<file path="src/rtl/fdd_pkg.sv">
// Shared encodings for the floppy write-precompensation block:
// write FSM states and shift classes.
package fdd_pkg;

  typedef enum logic [1:0] {
    ST_IDLE  = 2'd0,
    ST_DELAY = 2'd1,
    ST_PULSE = 2'd2
  } wr_state_e;

  typedef enum logic [1:0] {
    SH_NOM   = 2'd0,
    SH_EARLY = 2'd1,
    SH_LATE  = 2'd2
  } shift_e;

  function automatic int unsigned shift_delay(
    input shift_e      cls,
    input int unsigned ticks
  );
    unique case (cls)
      SH_EARLY: return 0;
      SH_LATE:  return 2 * ticks;
      default:  return ticks;
    endcase
  endfunction

endpackage

</file>
<file path="src/rtl/fdd_sync.sv">
// Two-flop synchroniser with a per-bit reset level so
// idle-high inputs come out of reset at their idle value.
module fdd_sync #(
  parameter int             W   = 1,
  parameter logic [W-1:0]   RST = '0
) (
  input  logic         clk,
  input  logic         rst_n,
  input  logic [W-1:0] d,
  output logic [W-1:0] q
);

  logic [W-1:0] s1_q;
  logic [W-1:0] s2_q;

  always_ff @(posedge clk or negedge rst_n) begin
    if (!rst_n) begin
      s1_q <= RST;
      s2_q <= RST;
    end else begin
      s1_q <= d;
      s2_q <= s1_q;
    end
  end

  assign q = s2_q;

endmodule

</file>
<file path="src/rtl/fdd_wprecomp.sv">
// WD1793 write precompensation and read-pulse stretcher
// for a 14 MHz floppy interface.
module fdd_wprecomp
  import fdd_pkg::*;
#(
  parameter int SHIFT_TICKS = 2,
  parameter int PULSE_TICKS = 7,
  parameter int TR43_ONLY   = 1,
  parameter int RD_STRETCH  = 4
) (
  input  logic clk14,
  input  logic rst_n,
  input  logic en,
  input  logic vg_wd,
  input  logic vg_sl,
  input  logic vg_sr,
  input  logic vg_tr43,
  input  logic fd_rdat,
  output logic fd_wdat_n,
  output logic vg_rawr,
  output logic busy,
  output logic overrun
);

  localparam int CW = $clog2(2 * SHIFT_TICKS + PULSE_TICKS + 1);
  localparam int RW = $clog2(RD_STRETCH + 1);

  localparam logic [CW-1:0] PLOAD = CW'(PULSE_TICKS - 1);
  localparam logic [RW-1:0] RLOAD = RW'(RD_STRETCH);

  logic [4:0] sync;
  logic       wd_s, sl_s, sr_s, tr_s, rd_s;
  logic       wd_q, rd_q;
  logic       det_w, det_r;
  logic       gate;
  logic       accept;
  shift_e     cls;
  logic [CW-1:0] dly;

  wr_state_e     state_q, state_d;
  logic [CW-1:0] cnt_q, cnt_d;
  logic [RW-1:0] rcnt_q, rcnt_d;

  // fd_rdat idles high, everything else idles low
  fdd_sync #(
    .W   (5),
    .RST (5'b10000)
  ) u_sync (
    .clk   (clk14),
    .rst_n (rst_n),
    .d     ({fd_rdat, vg_tr43, vg_sr, vg_sl, vg_wd}),
    .q     (sync)
  );

  assign wd_s = sync[0];
  assign sl_s = sync[1];
  assign sr_s = sync[2];
  assign tr_s = sync[3];
  assign rd_s = sync[4];

  always_ff @(posedge clk14 or negedge rst_n) begin
    if (!rst_n) begin
      wd_q <= 1'b0;
      rd_q <= 1'b1;
    end else begin
      wd_q <= wd_s;
      rd_q <= rd_s;
    end
  end

  assign det_w = wd_s & ~wd_q;
  assign det_r = ~rd_s & rd_q;
  assign gate  = tr_s | (TR43_ONLY == 0);

  always_comb begin
    cls = SH_NOM;
    unique case (1'b1)
      gate && sl_s && !sr_s: cls = SH_EARLY;
      gate && sr_s && !sl_s: cls = SH_LATE;
      default:               cls = SH_NOM;
    endcase
  end

  assign dly = CW'(shift_delay(cls, SHIFT_TICKS));

  // the last PULSE cycle hands over to IDLE, so a detect there is taken
  assign accept = en & det_w &
                  ((state_q == ST_IDLE) |
                   ((state_q == ST_PULSE) & (cnt_q == '0)));

  always_ff @(posedge clk14 or negedge rst_n) begin
    if (!rst_n) begin
      state_q <= ST_IDLE;
      cnt_q   <= '0;
      rcnt_q  <= '0;
    end else begin
      state_q <= state_d;
      cnt_q   <= cnt_d;
      rcnt_q  <= rcnt_d;
    end
  end

  always_comb begin
    state_d = state_q;
    cnt_d   = cnt_q;
    if (!en) begin
      state_d = ST_IDLE;
      cnt_d   = '0;
    end else if (accept) begin
      if (dly == '0) begin
        state_d = ST_PULSE;
        cnt_d   = PLOAD;
      end else begin
        state_d = ST_DELAY;
        cnt_d   = dly - CW'(1);
      end
    end else begin
      unique case (state_q)
        ST_DELAY: begin
          if (cnt_q == '0) begin
            state_d = ST_PULSE;
            cnt_d   = PLOAD;
          end else begin
            cnt_d = cnt_q - CW'(1);
          end
        end
        ST_PULSE: begin
          if (cnt_q == '0) begin
            state_d = ST_IDLE;
          end else begin
            cnt_d = cnt_q - CW'(1);
          end
        end
        default: ;
      endcase
    end
  end

  always_comb begin
    fd_wdat_n = ~(en & (state_q == ST_PULSE));
    busy      = (state_q != ST_IDLE);
    overrun   = en & det_w & ~accept;
  end

  // read stretcher reloads on every falling edge
  always_comb begin
    rcnt_d = rcnt_q;
    if (det_r) begin
      rcnt_d = RLOAD;
    end else if (rcnt_q != '0) begin
      rcnt_d = rcnt_q - RW'(1);
    end
  end

  assign vg_rawr = (rcnt_q != '0);

endmodule

</file>
<file path="config.mk">
export PLATFORM = sky130hd
export DESIGN_NAME = fdd_wprecomp
export DESIGN_NICKNAME = d
export VERILOG_FILES = /design/src/rtl/fdd_pkg.sv /design/src/rtl/fdd_sync.sv /design/src/rtl/fdd_wprecomp.sv
export SDC_FILE = /design/constraint.sdc
export NUM_CORES = 1
export LEC_CHECK = 0
export BUFFER_PORTS_ARGS = -buffer_cell sky130_fd_sc_hd__buf_2
export CAP_MARGIN = 25
export CORE_AREA = 3 3 50 52
export DETAILED_ROUTE_END_ITERATION = 6
export DIE_AREA = 0 0 53 55
export PLACE_DENSITY = 0.76
export SYNTH_ARGS = -nofsm -noshare
export SYNTH_HDL_FRONTEND = slang
export SYNTH_SLANG_ARGS = --single-unit
</file>
<file path="constraint.sdc">
create_clock -name clk14 -period 1.45 [get_ports clk14]
set_input_delay 0.2175 -clock clk14 [delete_from_list [all_inputs] [get_ports clk14]]
set_output_delay 0.2175 -clock clk14 [all_outputs]
set_load 0.01 [all_outputs]
</file>
# Word level (Yosys, flattened, before mapping)
# Cells that the tools add are included.
# word_totals
out_inout_bits,4
reg_bits,21
word_cells,60
input_bits,8
# classes
muxes,16
bitwise,12
reduce_logical,14
add_sub_neg,3
n_eq_ne,8
# op_table
cell,count
two-way mux 4 bit,5
two-way mux 2 bit,5
logical NOT 4 bit,2
inequality test 4 bit (second input constant),2
one-hot mux 2 bit (2 select lines),2
one-hot mux 4 bit (2 select lines),1
subtractor 4 x 1 -> 4 bit (second input constant),2
bitwise AND 1 bit,7
two-way mux 3 bit,2
one-hot mux 3 bit (2 select lines),1
equality test 2 x 1 -> 1 bit (second input constant),2
equality test 2 bit (second input constant),2
logical AND 1 bit,4
inequality test 4 x 1 -> 1 bit (second input constant),1
inequality test 4 x 3 -> 1 bit (second input constant),1
NOT 1 bit,4
nonzero test 2 bit,2
AND reduction 3 bit,1
nonzero test 3 bit,1
subtractor 3 x 1 -> 3 bit (second input constant),1
logical NOT 1 bit,2
logical NOT 2 bit,1
AND reduction 2 bit,1
OR 1 bit,1

# Depth between registers and ports, before layout
# logic_depth
word_depth,9
mapped_depth,6

# Hierarchy
# From an unflattened synthesis, not the netlist that was laid out.
# hier_totals
hier_cells,87
area_unflattened_um2,1011.0
# modules_own_cells
mod,instances,cells_per_inst,area_per_inst_um2,seq_area_each_um2
fdd_wprecomp,1,77,758.2,276.5
fdd_sync,1,10,252.7,252.7

# Least setup slack after synthesis
# No wires, ideal clock.
# synth_path
path_type,reg-to-reg
startpoint,reg cnt_q[0]
endpoint,reg cnt_q[3]
stages_incl_launch_ff,7
t_required_ns,1.330
path_buffers,0
synth_period_minus_slack_ns,1.522
arrival_time_ns,1.402
slack_ns,-0.072
path_cell_list,dfrtp_1 -> inv_1 -> ha_1 -> nor3b_2 -> a2bb2oi_1 -> o221ai_1 -> and3b_1
# synth_between
elab_chain_len,6
word_cells_on_any_way,13
classes_between,add/sub (1); eq/ne (2); mux (5); bitwise (3); reduce/logical (2)
# synth_rtl
item,line,text
from (decl),fdd_wprecomp.sv:41,"logic [CW-1:0] cnt_q, cnt_d;"
from (signal assigned),fdd_wprecomp.sv:98,cnt_q <= cnt_d;
branches (longest 6 deep; another with subtractor 4 x 1 -> 4 bit),--,
# Several ways; the timed one is not identified. The select of a mux whose other input is x is not followed.
# A chain may end at the register's enable or synchronous reset.

# Worst setup path after layout
# layout_path
startpoint,reg state_q[1]
endpoint,reg cnt_q[3]
# layout_between
elab_chain_len,6
word_cells_on_any_way,12
classes_between,eq/ne (4); mux (3); bitwise (3); reduce/logical (2)
# layout_rtl
item,line,text
from (decl),fdd_wprecomp.sv:40,"wr_state_e state_q, state_d;"
from (signal assigned),fdd_wprecomp.sv:97,state_q <= state_d;
equality test 2 bit,"fdd_wprecomp.sv:89, fdd_wprecomp.sv:118",
bitwise AND 1 bit,fdd_wprecomp.sv:89,((state_q == ST_PULSE) & (cnt_q == '0)));
OR 1 bit,fdd_wprecomp.sv:88,((state_q == ST_IDLE) |
bitwise AND 1 bit,fdd_wprecomp.sv:87,assign accept = en & det_w &
"inequality test 4 bit (no line), or another cell as far along",--,
AND reduction 2 bit (no line) or two-way mux 4 bit (tied branches),--,
# Several ways; a longest one is shown, not always the timed one.

==> results.yml <==
clock_network:
  clock_sinks: 21
  cts_root_buf: "clkbuf_4"
  cts_tree: "built"
  numCtsBuffers: 3
  clockBufferDepth: 2
  htreeDepth: 1
  clk_pin_slew_ns: 0.11
  insertion_delay_ns: 0.29
route:
  viasPerCell: 5.04
  first_pass_iters: 4
  antenna_left: 0
  drc_errors: 0
  drt-initial-drc-count: 7
  wl_per_cell_um: 13.3
  dr_total_vias: 771
  drt-total-wl_mm: 2.03
setup_path:
  crit-reg2reg-launch: "state_q[1]$_DFFE_PN0P_"
  crit_fanout: 4
  setup.worst_path.class: "reg -> reg"
  end_kind: "register"
  worst-r2r-cell-count: 7
  required_ns: 1.64
  cp.arrival_ns: 1.78
  reg2reg_slack_ns: -0.13
  rr_endpoint: "cnt_q[3]$_DFFE_PN0P_"
  cp-start-kind: "register"
worst_hold_path:
  hold_path_end: "u_sync.s1_q[0]$_DFF_PN0_"
  hold_start: "vg_wd"
  holdPathStages: 1
  hold_path_class: "in -> reg"
logic_synthesis:
  seq_area_frac_synth: 0.518
  syn_inst: 90
  syn_area_per_cell_um2: 11.3
  synth_cell_type_count: 33
  synth_nets: 107
  synth_area_mm2: 0.00102
  yosys_warnings: 0
  ys_seq_elements: 21
cells_and_area:
  area_growth_pct: 37.3
  drive_gt1_frac: 0.448
  design_area_mm2: 0.00140
  nets: 143
  antennaDiodeCount: 0
  fin_cells: 153
  utilization: 0.652
sta:
  slew_headroom: 0.702
  rsz0062_at_grt: "yes"
  tns_ns: -0.476
  setup_slack_ns: -0.132
  fmax_ghz: 0.632
  hold_violations: 0
  setup_viol: 6
  worstMarginPinSlew_ns: 0.447
  period_needed_ns: 1.58
  drv_slew: 0
  period_share: 1.09
  finClkSkew_ns: 0.00477
grt:
  antenna_found_initial: 0
  top_usage_layer: "met2"
  grtUsageMet3: 0.0161
  met2_usage: 0.229
  first_global_vias: 655
  grt_start_max_net_pins: 22
  met1_usage: 0.206
  gr-total-overflow: 0
  grt_pass1_wl_mm: 2.99
  track_usage: 0.143
floorplan:
  dieArea_mm2: 0.00292
  core_mm2: 0.00215
  die_w_um: 53
  fp-row-count: 17
  initial_core_util: 0.475
  die_h_um: 55
  io_pins: 12
place:
  place.gp.congestion: 0.938
  place_area_mm2: 0.00120
  post-dp-hpwl_mm: 1.34
  port_buffers: 11
  placed_cells: 138
power:
  peakVddDrop_uv: 1180
  power.leakage_nw: 0.627
  power_density_mw_per_mm2: 1860
flow_run:
  maxCapViolations: 0
run_status:
  violations: "negative setup slack"
  outcome: "complete, but fails checks"
-- power breakdown --
group | switching, mW | internal (mW) | total [mW]
Clock | 0.162 | 0.102 | 0.264
Sequential | 0.102 | 0.706 | 0.809
Combinational | 0.686 | 0.854 | 1.54
Total | 0.950 | 1.66 | 2.61
-- critical path, cell delays in order, from the launching register on --
cell and delay [ns]:
dfrtp_1 0.45, ha_4 0.19, buf_4 0.13, buf_6 0.11
buf_4 0.13, a2bb2oi_2 0.17, o221ai_1 0.12, and3b_1 0.18
-- routing by layer --
metal | up-vias | wire length, um
met2 | 13 | 1040
met3 | 2 | 60
met5 | - | 0
li1 | 385 | -
met4 | 0 | 8
met1 | 371 | 927
-- kinds of logic (layout without fill, tap and decap cells) --
| group | after synthesis | after routing | synth area share |
|---|---|---|---|
| xor+xnor | 2 | 2 | 0.0172 |
| buf+inv | 9 | 44 | 0.0331 |
| flops | 21 | 21 | 0.518 |
| mux | 1 | 1 | 0.0110 |
| compound gates | 20 | 20 | 0.141 |
| fa+ha+maj | 9 | 9 | 0.110 |
| simple gates | 28 | 28 | 0.169 |
-- state kept, by name (all words and copies together) (netlist names) --
signal	count
u_sync.q	5
u_sync.s1_q	5
rd_q	1
wd_q	1
cnt_q	4
rcnt_q	3
state_q	2
-- layout by cell type (no fill, tap or decap), types with 2 or more instances in the layout --
cell type,n
a21oi_1,3
clkbuf_4,3
dfrtp_1,18
ha_1,5
buf_4,16
inv_2,7
o21ai_1,3
dlygate4sd3_1,2
nor2_1,8
buf_6,4
buf_2,9
ha_4,4
nand3b_1,2
inv_1,2
xnor2_1,2
dfstp_2,3
nand2_1,5
nor2b_1,2
-- how the worst max path moves through the flow --
stage / slack, ns / end / cells past startpoint / startpoint
after floorplan: -0.0002 / cnt_q[1]$_DFFE_PN0P_ / 6 / state_q[0]$_DFFE_PN0P_
after global placement: -0.12 / cnt_q[3]$_DFFE_PN0P_ / 6 / state_q[0]$_DFFE_PN0P_
after detailed placement: -0.14 / cnt_q[3]$_DFFE_PN0P_ / 6 / state_q[0]$_DFFE_PN0P_
after CTS: -0.11 / overrun / 6 / state_q[0]$_DFFE_PN0P_
after global routing: -0.21 / overrun / 6 / state_q[1]$_DFFE_PN0P_
final: -0.13 / cnt_q[3]$_DFFE_PN0P_ / 7 / state_q[1]$_DFFE_PN0P_
-- metrics by stage --
stage                     total power, mW  hold slack [ns]  worst slack (ns)
after CTS                            2.40          0.00245            -0.113
final                                2.61           0.0273            -0.132
after detailed placement             1.96            0.184            -0.142
after floorplan                      1.59          -0.0781         -0.000161
after global placement               1.93            0.185            -0.118
after global routing                 2.80          0.00843            -0.205
-- final cells by class --
| class | instances | area [um^2] |
|---|---|---|
| clock buffers | 3 | 22.5 |
| flip-flops and latches | 21 | 529 |
| multi-input cells | 60 | 546 |
| fillers | 164 | 747 |
| clock inverters | 1 | 5.00 |
| repair buffers | 31 | 230 |
| inverters | 9 | 33.8 |
| well taps | 28 | 35.0 |
-- repair_timing --
action / 4_1_cts / 5_1_grt
hold buffers: 1 / 1
gates resized for setup: 11 / 13
endpoints found under the hold margin: 18 / 1
pin swaps: 6 / 1
setup endpoints to repair: 7 / 10
setup buffers: 4 / 5
-- cell usage after synthesis --
cell | count | area share
o221ai_1 | 1 | 0.0086
and3b_1 | 1 | 0.0086
nor3_1 | 1 | 0.0049
o32ai_1 | 1 | 0.0086
a211o_1 | 1 | 0.0086
o21a_1 | 1 | 0.0074
nand2_1 | 7 | 0.026
nand2b_1 | 1 | 0.0061
nor3b_1 | 1 | 0.0074
nor2b_1 | 2 | 0.012
a211oi_1 | 1 | 0.0074
ha_1 | 9 | 0.11
inv_1 | 9 | 0.033
a21oi_1 | 3 | 0.015
o31ai_1 | 1 | 0.0074
a22oi_1 | 1 | 0.0074
nor3b_2 | 1 | 0.012
and4b_1 | 1 | 0.0098
o21ai_0 | 2 | 0.0098
xnor2_1 | 2 | 0.017
dfrtp_1 | 18 | 0.44
mux2_1 | 1 | 0.011
nor2_1 | 8 | 0.029
nand4bb_4 | 1 | 0.027
o21ai_1 | 2 | 0.0098
o211ai_1 | 1 | 0.0074
dfstp_2 | 3 | 0.077
a2bb2oi_1 | 2 | 0.017
a21o_4 | 1 | 0.015
o22ai_1 | 2 | 0.012
or3_1 | 1 | 0.0061
nand3_1 | 1 | 0.0049
nand3b_1 | 2 | 0.015
(Power assumes the default switching activity.)
